File: config.mk
export PLATFORM = sky130hd
export DESIGN_NAME = shifter16_lr
export DESIGN_NICKNAME = d
export VERILOG_FILES = /design/src/rtl/shifter_pkg.sv /design/src/rtl/shifter_stage.sv /design/src/rtl/shifter16_lr.sv
export SDC_FILE = /design/constraint.sdc
export NUM_CORES = 1
export LEC_CHECK = 0
export ABC_AREA = 1
export BUFFER_PORTS_ARGS = -buffer_cell sky130_fd_sc_hd__buf_2
export CAP_MARGIN = 20
export CORE_AREA = 2 2 56 72
export DETAILED_ROUTE_END_ITERATION = 8
export DIE_AREA = 0 0 58 74
export PLACE_DENSITY_LB_ADDON = 0.05
export SYNTH_ARGS = -nofsm -noshare
export SYNTH_HDL_FRONTEND = slang
export SYNTH_SLANG_ARGS = --single-unit
export TNS_END_PERCENT = 100
File: constraint.sdc
create_clock -name clk -period 4 [get_ports clk]
set_clock_uncertainty 0.2 [all_clocks]
set_input_delay 0.8 -clock clk [delete_from_list [all_inputs] [get_ports clk]]
set_output_delay 0.8 -clock clk [all_outputs]
set_load 0.05 [all_outputs]
File: src/rtl/shifter_pkg.sv
// Shared constants for the logical/rotating barrel shifter.
// Holds the default data width and the direction encoding used on left_or_right.
package shifter_pkg;

   localparam int   WIDTH_DEFAULT = 16;

   // Direction encoding for the left_or_right input
   localparam logic DIR_RIGHT = 1'b0;
   localparam logic DIR_LEFT  = 1'b1;

endpackage : shifter_pkg

File: src/rtl/shifter_stage.sv
// One logarithmic stage of the barrel shifter.
// Shifts din by the fixed amount AMT when en=1, otherwise passes it through.
// Vacated bits are zero-filled, or filled with the bits shifted out at the
// other end when rot=1.
module shifter_stage
   import shifter_pkg::*;
#(
   parameter int WIDTH = WIDTH_DEFAULT,
   parameter int AMT   = 1
) (
   input  logic [WIDTH-1:0] din,
   input  logic             en,
   input  logic             dir,
   input  logic             rot,
   output logic [WIDTH-1:0] dout
);

   logic [AMT-1:0]   fill_left;
   logic [AMT-1:0]   fill_right;
   logic [WIDTH-1:0] shifted_left;
   logic [WIDTH-1:0] shifted_right;

   // Pick the fill bits, then form both shifted words and select by direction/enable
   always_comb begin
      fill_left     = rot ? din[WIDTH-1 -: AMT] : {AMT{1'b0}};
      fill_right    = rot ? din[AMT-1:0]        : {AMT{1'b0}};
      shifted_left  = {din[WIDTH-AMT-1:0], fill_left};
      shifted_right = {fill_right, din[WIDTH-1:AMT]};
      if (!en)
         dout = din;
      else if (dir == DIR_LEFT)
         dout = shifted_left;
      else
         dout = shifted_right;
   end

endmodule : shifter_stage

File: src/rtl/shifter16_lr.sv
// Registered logical barrel shifter, left or right by 0..WIDTH-1 bits.
// One-cycle latency, one operand per clock. Define SHIFTER_ROTATE_EN to make
// rot=1 select a rotate instead of a logical shift; without it rot is ignored.
module shifter16_lr
   import shifter_pkg::*;
#(
   parameter int WIDTH = WIDTH_DEFAULT,
   localparam int SHW  = $clog2(WIDTH)
) (
   input  logic             clk,
   input  logic             rst,
   input  logic             in_valid,
   input  logic [WIDTH-1:0] x,
   input  logic [SHW-1:0]   shift,
   input  logic             left_or_right,
   input  logic             rot,
   output logic             out_valid,
   output logic [WIDTH-1:0] result
);

   logic             rot_eff;
   logic [WIDTH-1:0] stage_data [0:SHW];
   logic [WIDTH-1:0] result_reg;
   logic             out_valid_reg;

`ifdef SHIFTER_ROTATE_EN
   assign rot_eff = rot;
`else
   // Port kept for a stable interface; the rotate path folds away
   logic rot_unused;
   assign rot_unused = rot;
   assign rot_eff    = 1'b0;
`endif

   assign stage_data[0] = x;

   // Stage k shifts by 2^k when shift[k] is set
   generate
      for (genvar gi = 0; gi < SHW; gi++) begin : g_stage
         shifter_stage #(
            .WIDTH (WIDTH),
            .AMT   (1 << gi)
         ) u_stage (
            .din  (stage_data[gi]),
            .en   (shift[gi]),
            .dir  (left_or_right),
            .rot  (rot_eff),
            .dout (stage_data[gi+1])
         );
      end
   endgenerate

   // Output register: valid follows in_valid, result loads only on valid operands
   always_ff @(posedge clk) begin
      if (rst) begin
         result_reg    <= '0;
         out_valid_reg <= 1'b0;
      end else begin
         out_valid_reg <= in_valid;
         if (in_valid)
            result_reg <= stage_data[SHW];
      end
   end

   assign result    = result_reg;
   assign out_valid = out_valid_reg;

endmodule : shifter16_lr

Word-level counts from Yosys, hierarchy flattened. Index checks and enable logic that the tools add are counted.

Bits in registers: 17. Latch bits: 0. Memory bits (writable): 0. ROM bits: 0. Bits of input ports: 25. Output and inout port bits: 17. Memories: 0.

Add/sub/neg operators: 0. $mul: 0. Div/mod/pow operators: 0. Order comparisons: 0. Equality and inequality tests: 0. Shifts and indexed selects: 0. Multiplexer cells: 8. Bitwise operators: 0. Reductions and logical operators: 0.

Operators with widths (number): $mux 16 (8).

Depth between registers and ports, before layout. Gate-level depths: netlist of run 1.

Depth in word-level cells: 8. Mapped depth: 10. Gate-level depth less buffers: 9.

Hierarchy. A second synthesis of run 1 with hierarchy kept.

Cells, all modules: 525. Area total of the unflattened synthesis: 2608.8 um2.

Modules (own cells, without submodules): shifter16_lr (times used 1, cells each 106, area an instance 770.7 um2); shifter_stage (g_stage[0].u_stage) (times used 1, cells each 106, area an instance 545.5 um2); shifter_stage (g_stage[2].u_stage) (times used 1, cells each 117, area an instance 478.0 um2); shifter_stage (g_stage[1].u_stage) (times used 1, cells each 108, area an instance 461.7 um2); shifter_stage (g_stage[3].u_stage) (times used 1, cells each 88, area an instance 352.8 um2).

Least setup slack after synthesis of run 1. Ideal clock, no wire load.

Path type: input to register. Start point: in shift[0]. End point: reg result_reg[5], in the netlist result[5]. Arrival time: 1.704 ns. Data required time: 3.730 ns. Path slack: 2.026 ns. Cell stages on the path: 10. Buffers on the path: 1. Cells stage by stage: inv_2 buf_2 nand2_1 nand3_1 nand2_1 nand3_1 nand2_1 nand3_1 nand2_1 a21oi_1.

Longest elaborated chain between the ends: 7.

Ends and longest elaborated chain: start, declared (RTL line shifter16_lr.sv:14) `input logic [SHW-1:0] shift,`; $mux 16 (*) (RTL line shifter_stage.sv:29) `if (!en)`; $mux 16 (RTL line shifter_stage.sv:31) `else if (dir == DIR_LEFT)`; $mux 16 (*) (RTL line shifter_stage.sv:29); $mux 16 (RTL line shifter_stage.sv:31); $mux 16 (*) (RTL line shifter_stage.sv:29); $mux 16 (RTL line shifter_stage.sv:31); $mux 16 (*) (RTL line shifter_stage.sv:29); end signal, assigned (RTL line shifter16_lr.sv:61) `result_reg <= stage_data[SHW];`; end, declared (RTL line shifter16_lr.sv:23) `logic [WIDTH-1:0] result_reg;`.

Every way passes the cells marked *; elsewhere a longest branch is shown, timed or not. A chain may end at the register's enable or synchronous reset.

Final worst setup path of run 1.
Start point: in shift[2]. End point: reg result_reg[3], in the netlist result[3].

Longest elaborated chain between the ends: 3.

Ends and longest elaborated chain (RTL line): $mux 16 (*) (shifter_stage.sv:29); $mux 16 (shifter_stage.sv:31); $mux 16 (*) (shifter_stage.sv:29).

Marked as above.

==> results of run 1 <==
-- power groups by stage --
stage	Clock, µW	Combinational, µW	Sequential [µW]
2_1_floorplan	0	115	231
3_3_place_gp	0	206	190
3_5_place_dp	0	206	190
4_1_cts	127	207	186
5_1_grt	136	232	188
6_report	124	206	186
-- worst min path at each step --
stage,start,end,slack [ns]
CTS,result[11],result[11],0.33
detailed placement,result[2],result[2],0.31
global route,result[11],result[11],0.35
global placement,result[11],result[11],0.30
floorplan,result[10],result[10],0.55
finish,result[11],result[11],0.32
-- metrics by stage --
step,instances,total power [µW],utilization,hold WS (ns)
after floorplan,301,346.5,-,0.5484
after global placement,364,395.8,0.4803,0.2982
after CTS,368,520.1,0.4931,0.3297
final,368,516.3,0.4931,0.3232
after detailed placement,364,395.4,0.4803,0.3139
after global routing,368,556.3,0.4931,0.3524
-- final cells by class --
class / count / area, µm²
fillers: 428 / 1839
multi-input cells: 255 / 1107
flip-flops and latches: 17 / 340.3
repair buffers: 40 / 200.2
well taps: 40 / 50.05
inverters: 12 / 45.04
clock buffers: 3 / 41.29
clock inverters: 1 / 5.005
-- layout by cell type, fill, tap and decap left out, drive strengths merged --
| cell type | count |
|---|---|
| nand4 | 1 |
| nand3 | 65 |
| o21ai | 18 |
| nand2 | 131 |
| nor2 | 7 |
| clkbuf | 3 |
| buf | 40 |
| clkinv | 3 |
| inv | 10 |
| a21oi | 33 |
| dfxtp | 17 |
-- layer usage --
metal | track usage | up-vias | wire length (µm)
li1 | - | 1051 | -
met1 | 0.2737 | 862 | 2043
met2 | 0.3902 | 39 | 2071
met3 | 0.01217 | 2 | 121
met4 | 0.05168 | 0 | 25
met5 | 0 | - | 0
-- cell families after synthesis --
kind of cell | after synthesis | share of synthesized area
AO/OA/AOI/OAI | 51 | 0.1618
buffers and inverters | 29 | 0.08247
flip-flops | 17 | 0.2157
AND/OR/NAND/NOR | 204 | 0.5400
-- worst reg2reg max path, delay by kind of cell (launching register included) --
| family | cells | cell delay [ns] |
|---|---|---|
| AOI/OAI and AO/OA | 2 | 0.24 |
| DFF | 1 | 0.31 |
==> impl_metrics.py, run 1 <==
metrics = {
    "clock_tree": {
        "cts_resized": 0,
        "clockBufferDepth": 2,
        "htreeDepth": 1,
        "clkTransAtPathRegs_ns": 0.06,
        "clk-insertion-delay-late_ns": 0.25,
        "cts_num_sinks": 17,
        "root_buffer": "clkbuf_8",
        "cts_buffers": 3,
        "cts_tree": "yes",
        "hold_buffers": 0,
        "cts_setup_buffers": 0,
    },
    "synthesis": {
        "yosys.area.top_type": "nand2_1",
        "synth_seq_cells": 17,
        "yosys-top-cells-count": "nand2_1, nand3_1, a21oi_1",
        "syn-num-nets": 326,
        "async_reset_ff_frac": 0,
        "yosysMostFrequentCell": "nand2_1",
        "synth_edf_count": 0,
        "syn_inst": 301,
        "synth.cell_area_um2": 1578,
        "syn_avg_cell_area_um2": 5.242,
        "ys_types": 16,
        "synthFlopType": "dfxtp_1",
        "synth.area.top_cells": "nand2_1, dfxtp_1, nand3_1",
        "synth_top_area_share": 0.3117,
        "yosysSeqAreaShare": 0.2157,
        "yosys_warnings": 0,
    },
    "setup_path": {
        "cp_max_fo": 18,
        "path_buf_inv": 3,
        "path_depth": 9,
        "startpoint": "shift[2]",
        "cp-start-kind": "input port",
        "cp-endpoint": "result[3]",
        "crit_type": "input port to flip-flop",
        "cp_cell_sequence": "buf_2 -> clkinv_1 -> nor2_1 -> inv_1 -> nor2_1 -> a21oi_1 -> nand2_1 -> nand2_1 -> a21oi_1",
        "timing.rr.start": "result[13]",
        "required_ns": 3.98,
        "end_kind": "flip-flop",
        "r2r-end": "result[13]",
        "cpPeakStageDelay_ns": 0.64,
        "slowest_stage": "nor2_1",
        "critPathTopFamily": "simple AND/OR/NAND/NOR gates",
        "worstPathArrival_ns": 2.52,
        "r2r_slack_ns": 3.13,
        "rr_worst_depth": 2,
    },
    "final_layout": {
        "design_area_um2": 1789,
        "largest_register_ffs": 16,
        "syn_to_final_growth_pct": 13.40,
        "nNetsFinal": 354,
        "drive_above_1_share": 0.1494,
        "num_antenna_cells": 0,
    },
    "placement": {
        "placed_area_um2": 1743,
        "hpwl_mm": 3.331,
        "place.gp.congestion": 0.8496,
        "post-place-ws_ns": 1.193,
        "portBuffers": 40,
    },
    "global_route": {
        "grt_overflow_total": 0,
        "grt_first_pass_wirelength_mm": 7.576,
        "track_usage": 0.2135,
        "antenna_found_initial": 0,
        "grt_pass1_vias": 1777,
        "grt_max_degree": 32,
    },
    "detailed_routing": {
        "ant_nets": 0,
        "wl_per_cell_um": 11.58,
        "wl_mm": 4.261,
        "route.vias.total": 1954,
        "via_per_inst": 5.310,
        "dr.pass1.iters": 4,
        "drt_iter0_drc": 116,
        "drc_errors": 0,
    },
    "power": {
        "pwr-share-clk": 0.239,
        "power_switching_uw": 209.5,
        "vdd.ir_drop.worst_v": 0.0002607,
        "swShare": 0.4058,
        "power_density_nw_per_um2": 288.5,
        "p_leak_uw": 0.0009373,
        "power.internal_uw": 306.8,
        "combPwrFrac": 0.400,
        "power_frac_seq": 0.361,
    },
    "floorplanning": {
        "dieWidth_um": 58,
        "io_pins": 42,
        "initial_core_util": 0.4348,
        "dieHeight_um": 74,
        "rows": 25,
        "dieArea_um2": 4292,
        "core_area_um2": 3628,
    },
    "timing": {
        "layout_setup_ws_ns": 1.453,
        "finalHoldViolations": 0,
        "rsz0062_at_grt": "no",
        "final.min_clock_period_ns": 2.547,
        "setup-violations-final": 0,
        "clock.fmax_ghz": 0.3926,
        "worst_slew_pin_slew_ns": 0.6357,
        "finalSetupTns_ns": 0,
        "slew_viol_final": 0,
        "period_share": 0.6367,
        "slew_headroom": 0.5746,
    },
    "worst_hold_path": {
        "hold_path.class": "flip-flop to flip-flop",
        "min_path_cells": 2,
    },
    "flow_run": {
        "drv_cap": 0,
    },
    "outcome": {
        "status": "completed",
    },
}
No activity file was read; power rests on OpenSTA's default activity.
==> inputs of run 2 (changes only) <==
ABC_AREA = 0   (was 1)
CORE_AREA = 2 2 66 84   (was 2 2 56 72)
DIE_AREA = 0 0 68 86   (was 0 0 58 74)
clock period = 2.6 ns   (was 4 ns; I/O delays follow)
==> run 2 against run 1 <==
Routed wire length rose by 71%. Combinational power grew 120%. Utilization grew 1.1 points. Global-route usage rose by 4.8 points. Critical path depth shrank 2. Final area up 41%. Worst setup slack lost 1.1 ns. Highest routed layer unchanged.
==> impl_metrics.py, run 2 <==
metrics = {
    "clock_tree": {
        "clk-insertion-delay-late_ns": 0.25,
        "cts_resized": 0,
        "htreeDepth": 1,
        "cts_buffers": 3,
        "cts_tree": "yes",
        "cts_num_sinks": 17,
        "cts_setup_buffers": 0,
        "root_buffer": "clkbuf_8",
        "hold_buffers": 0,
        "clkTransAtPathRegs_ns": 0.07,
        "clockBufferDepth": 2,
    },
    "floorplanning": {
        "core_area_um2": 5007,
        "io_pins": 42,
        "initial_core_util": 0.4380,
        "dieWidth_um": 68,
        "dieHeight_um": 86,
        "dieArea_um2": 5848,
        "rows": 29,
    },
    "final_layout": {
        "drive_above_1_share": 0.2586,
        "multi_input_area_um2": 1672,
        "layout.cells.non_filler": 383,
        "final_util": 0.5042,
        "final_cell_mix": "buf_2, nor2_1, mux2i_1",
        "register_area_um2": 340.3,
        "num_antenna_cells": 0,
        "nNetsFinal": 347,
        "final_common_cell": "buf_2",
        "largest_register_ffs": 16,
        "syn_to_final_growth_pct": 15.12,
        "design_area_um2": 2525,
        "fillCellCount": 525,
    },
    "synthesis": {
        "synth-xor-area-share": 0,
        "synth.area.top_cells": "dfxtp_1, mux2i_1, nor2_1",
        "yosys-top-cells-count": "nor2_1, mux2i_1, nand2_1",
        "synthAdderAreaFrac": 0,
        "yosysSeqAreaShare": 0.1552,
        "synth.cell_area_um2": 2193,
        "yosysMostFrequentCell": "nor2_1",
        "syn_avg_cell_area_um2": 7.642,
        "yosys.area.top_type": "dfxtp_1",
        "syn_inst": 287,
        "synthMuxAreaShare": 0.2042,
        "synth_top_family_by_area": "compound AO/OA/AOI/OAI gates",
        "synth-compound-area-share": 0.3349,
        "synthFlopType": "dfxtp_1",
        "synth_seq_cells": 17,
        "async_reset_ff_frac": 0,
        "synth_top_area_share": 0.1552,
        "synth_edf_count": 0,
        "yosys_warnings": 0,
        "syn-num-nets": 312,
        "synthSimpleGateAreaFrac": 0.2230,
        "ys_types": 54,
    },
    "setup_path": {
        "end_kind": "flip-flop",
        "r2r_slack_ns": 1.30,
        "cp_max_fo": 9,
        "timing.rr.start": "result[0]",
        "rr_worst_depth": 5,
        "r2r-end": "result[0]",
        "crit_type": "input port to flip-flop",
        "required_ns": 2.51,
        "worstPathArrival_ns": 2.18,
        "cp-start-kind": "input port",
    },
    "worst_hold_path": {
        "min_path_cells": 2,
        "min_to": "result[13]",
        "hold_path.class": "flip-flop to flip-flop",
        "worstHoldStart": "result[13]",
    },
    "detailed_routing": {
        "drc_errors": 0,
        "wl_per_cell_um": 19.07,
        "ant_nets": 0,
        "drt_iter0_drc": 161,
        "via_per_inst": 6.300,
        "dr.pass1.iters": 6,
        "route.vias.total": 2413,
        "wl_mm": 7.302,
    },
    "timing": {
        "rsz0062_at_grt": "no",
        "worst_slew_pin_slew_ns": 0.5341,
        "finalHoldViolations": 0,
        "clock.fmax_ghz": 0.4402,
        "finalSetupTns_ns": 0,
        "layout_setup_ws_ns": 0.3282,
        "final.min_clock_period_ns": 2.272,
        "slew_headroom": 0.6347,
        "period_share": 0.8738,
        "setup-violations-final": 0,
        "slew_viol_final": 0,
    },
    "global_route": {
        "track_usage": 0.2616,
        "grt_max_degree": 39,
        "grt_overflow_total": 0,
        "grt_pass1_vias": 2198,
        "grt_first_pass_wirelength_mm": 11.74,
        "antenna_found_initial": 0,
    },
    "flow_run": {
        "drv_cap": 0,
    },
    "placement": {
        "place.gp.congestion": 0.9110,
        "dp.cells": 379,
        "post-place-ws_ns": 0.06517,
        "hpwl_mm": 5.473,
        "placed_area_um2": 2480,
        "portBuffers": 40,
    },
    "power": {
        "power_density_nw_per_um2": 374.7,
        "p_leak_uw": 0.001047,
        "vdd.ir_drop.worst_v": 0.0001348,
    },
    "outcome": {
        "status": "completed",
    },
}
[run 2: cell count changes after synthesis, sizes merged, moves of 6 or more]
| cell | previous run | this run |
|---|---|---|
| inv | 10 | 3 |
| o21bai | 0 | 6 |
| a211oi | 0 | 16 |
| nand2 | 131 | 18 |
| mux2i | 0 | 29 |
| a311oi | 0 | 8 |
| nor2 | 7 | 38 |
| a21oi | 33 | 11 |
| nand2b | 0 | 9 |
| clkbuf | 5 | 13 |
| mux2 | 0 | 6 |
| nand3 | 65 | 8 |
[run 2: per-layer routing]
metal,GRT usage,vias up,part of all wire
li1,-,1182,-
met1,0.3917,1119,0.46
met2,0.4069,106,0.46
met3,0.01181,6,0.062
met4,0.06182,0,0.011
met5,0,-,0
[run 2: metrics by stage]
stage          power (µW)  hold WS, ns
2_1_floorplan       617.1       0.4934
3_3_place_gp        747.0       0.2679
3_5_place_dp        746.9       0.2692
4_1_cts             941.2       0.2782
5_1_grt              1002       0.3018
6_report            946.0       0.2773
[run 2: logic make-up (layout without fill, tap and decap cells)]
family	after synthesis	after routing
simple gates	100	100
flops	17	17
compound gates	97	97
mux	39	39
buf+inv	34	68
[run 2: layout make-up]
cell class              instances  share of cell area
well taps                      62             0.03072
repair buffers                 60              0.1487
clock buffers                   4             0.01784
flip-flops and latches         17              0.1348
inverters                       4            0.005946
multi-input cells             236              0.6620
[run 2: how the worst max path moves through the flow]
stage	slack, ns	endpoint	cells after the start	startpoint
2_1_floorplan	0.44	result[8]	8	left_or_right
3_3_place_gp	0.02	result[1]	7	shift[0]
3_5_place_dp	0.07	result[1]	7	shift[0]
4_1_cts	0.30	result[1]	7	shift[0]
5_1_grt	0.14	result[1]	7	left_or_right
6_report	0.33	result[1]	7	shift[0]
[run 2: worst max-delay path, stage by stage]
cell and delay, ns:
buf_2 0.16, buf_4 0.18, mux2_2 0.36, a2111oi_0 0.55, buf_4 0.21, a211o_1 0.09, a41oi_1 0.11
[run 2: power breakdown]
| group | leakage, µW | internal [µW] | switching [µW] | total, µW |
|---|---|---|---|---|
| clock | 0.0000228 | 109 | 90.8 | 200 |
| combinational | 0.000883 | 166 | 293 | 458 |
| sequential | 0.000141 | 280 | 8.36 | 288 |
==> inputs of run 3 (changes only) <==
CORE_AREA = 2 2 64 81   (was 2 2 66 84)
DIE_AREA = 0 0 66 83   (was 0 0 68 86)
SYNTH_HIERARCHICAL = 1   (was unset)
==> run 3 against run 2 <==
Final area decreased by 8.9%. Register-to-register slack improved by 0.49 ns. Area after synthesis decreased by 6.8%. Combinational power increased by 4%. Sequential share of layout area increased by 1.3 points. Utilization decreased by 1.4 points. Fmax decreased by 3.3%. Sequential power increased by 1%.
==> impl_metrics.py, run 3 <==
metrics = {
    "outcome": {
        "status": "completed",
    },
    "synthesis": {
        "synth_top_area_share": 0.2448,
        "synth.cell_area_um2": 2044,
        "synthFlopType": "dfxtp_1",
        "async_reset_ff_frac": 0,
        "ys_types": 21,
        "yosysMostFrequentCell": "nor2_1",
        "yosysSeqAreaShare": 0.1665,
        "synth_edf_count": 0,
        "synth.area.top_cells": "mux2i_1, dfxtp_1, nor2_1",
        "syn_avg_cell_area_um2": 7.224,
        "yosys-top-cells-count": "nor2_1, mux2i_1, a21oi_1",
        "yosys_warnings": 6,
        "yosys.area.top_type": "mux2i_1",
        "syn_inst": 283,
        "synth_seq_cells": 17,
    },
    "final_layout": {
        "drive_above_1_share": 0.2336,
        "nNetsFinal": 347,
        "layout.cells.non_filler": 381,
        "design_area_um2": 2300,
        "num_antenna_cells": 0,
        "final_common_cell": "nor2_1",
        "syn_to_final_growth_pct": 12.48,
        "fillCellCount": 534,
        "final_cell_mix": "nor2_1, mux2i_1, buf_2",
        "largest_register_ffs": 16,
    },
    "setup_path": {
        "cp-start-kind": "input port",
        "required_ns": 2.58,
        "worstPathArrival_ns": 2.33,
        "end_kind": "flip-flop",
        "timing.rr.start": "result[12]",
        "startpoint": "left_or_right",
        "cp_max_fo": 22,
        "crit_type": "input port to flip-flop",
    },
    "detailed_routing": {
        "route.vias.total": 1913,
        "drt_iter0_drc": 70,
        "via_per_inst": 5.021,
        "dr.pass1.iters": 4,
        "drc_errors": 0,
        "ant_nets": 0,
        "wl_per_cell_um": 11.64,
        "wl_mm": 4.434,
    },
    "timing": {
        "period_share": 0.9033,
        "slew_headroom": 0.5997,
        "worst_slew_pin_slew_ns": 0.6004,
        "rsz0062_at_grt": "no",
        "clock.fmax_ghz": 0.4258,
        "finalHoldViolations": 0,
        "setup-violations-final": 0,
        "final.min_clock_period_ns": 2.349,
        "slew_viol_final": 0,
    },
    "clock_tree": {
        "root_buffer": "clkbuf_8",
        "cts_tree": "yes",
        "cts_buffers": 3,
        "cts_setup_buffers": 0,
        "htreeDepth": 1,
        "cts_num_sinks": 17,
        "clkTransAtPathRegs_ns": 0.06,
        "clockBufferDepth": 2,
        "clk-insertion-delay-late_ns": 0.24,
    },
    "global_route": {
        "grt_first_pass_wirelength_mm": 7.548,
        "grt_max_degree": 33,
        "grt_pass1_vias": 1637,
        "grt_overflow_total": 0,
        "track_usage": 0.1639,
        "antenna_found_initial": 0,
    },
    "floorplanning": {
        "initial_core_util": 0.4355,
        "dieWidth_um": 66,
        "dieHeight_um": 83,
        "core_area_um2": 4695,
        "io_pins": 42,
        "dieArea_um2": 5478,
        "rows": 28,
    },
    "placement": {
        "place.gp.congestion": 0.8291,
        "portBuffers": 40,
        "dp.cells": 377,
        "hpwl_mm": 3.487,
        "placed_area_um2": 2233,
    },
    "power": {
        "power_density_nw_per_um2": 415.5,
        "p_leak_uw": 0.001176,
        "vdd.ir_drop.worst_v": 0.0003243,
        "finalPower_uw": 955.5,
    },
    "worst_hold_path": {
        "hold_path.class": "flip-flop to flip-flop",
        "worstHoldStart": "result[15]",
    },
    "flow_run": {
        "drv_cap": 0,
    },
}
## run 3: changes by cell type in the layout (fill, tap and decap cells not counted), sizes merged, moves of 6 or more
cell / previous run / this run
mux2: 6 / 0
o21ai: 15 / 0
o21bai: 6 / 0
a21oi: 11 / 34
nor2: 38 / 65
buf: 60 / 49
a211oi: 16 / 0
a31oi: 4 / 14
o22ai: 2 / 16
mux2i: 29 / 50
conb: 0 / 9
a311oi: 8 / 0
inv: 3 / 16
## run 3: cell type report
class | count | area, µm² | area share
sequential | 17 | 340.3 | 0.1480
inverter | 16 | 60.06 | 0.02612
timing repair buffer | 50 | 290.3 | 0.1262
multi-input combinational | 234 | 1489 | 0.6474
clock buffer | 4 | 45.04 | 0.01959
tap | 60 | 75.07 | 0.03264
## run 3: path summary, 6_finish.rpt
path | end | slack (ns) | depth (start not counted)
setup / recovery | result[6] | 0.25 | 12
hold / removal | result[15] | 0.29 | 2
setup reg to reg | result[12] | 1.79 | 2
hold reg to reg | result[15] | 0.29 | 2
## run 3: cells by family after synthesis
family                 share of synthesized area
other                                   0.001834
AOI/OAI and AO/OA                         0.2209
DFF                                       0.1665
and+or+nand+nor                           0.2368
muxes                                     0.2448
buffers and inverters                     0.1291
## run 3: metal layers
metal	share of wire	global-route usage
met4	0.0056	0.03896
met2	0.47	0.2764
met5	0	0
met3	0.034	0.004065
met1	0.49	0.2290
## run 3: per-stage QoR
step	hold WS [ns]	setup slack, ns	util	setup TNS [ns]
finish	0.2911	0.2514	0.4899	0
global route	0.3228	0.01207	0.4899	0
CTS	0.2976	0.1549	0.4853	0
detailed placement	0.2810	-0.09521	0.4757	-0.7758
global placement	0.2704	-0.04921	0.4757	-0.3104
floorplan	0.5370	0.3086	-	0
## run 3: repair_timing
item | 4_1_cts | 5_1_grt
endpoints found under the hold margin | 0 | 0
hold buffers | 0 | 0
setup endpoints to repair | 0 | 16
resized for setup | 0 | 6
## run 3: where the power goes
group	internal [µW]	switching [µW]	leakage [µW]	total, µW
clock network	108	77.9	0.0000228	186
registers	283	9.72	0.000140	292
logic	176	301	0.00101	477
total	566	389	0.00118	955
## run 3: worst max-delay path, cell delays in order
cell and delay, ns:
buf_2 0.11, buf_12 0.15, nand2b_1 0.15, a31oi_1 0.28
mux2i_1 0.12, a21oi_1 0.24, mux2i_1 0.11, a21oi_1 0.22
inv_1 0.07, o22ai_2 0.16, mux2i_1 0.09, nor2_1 0.09
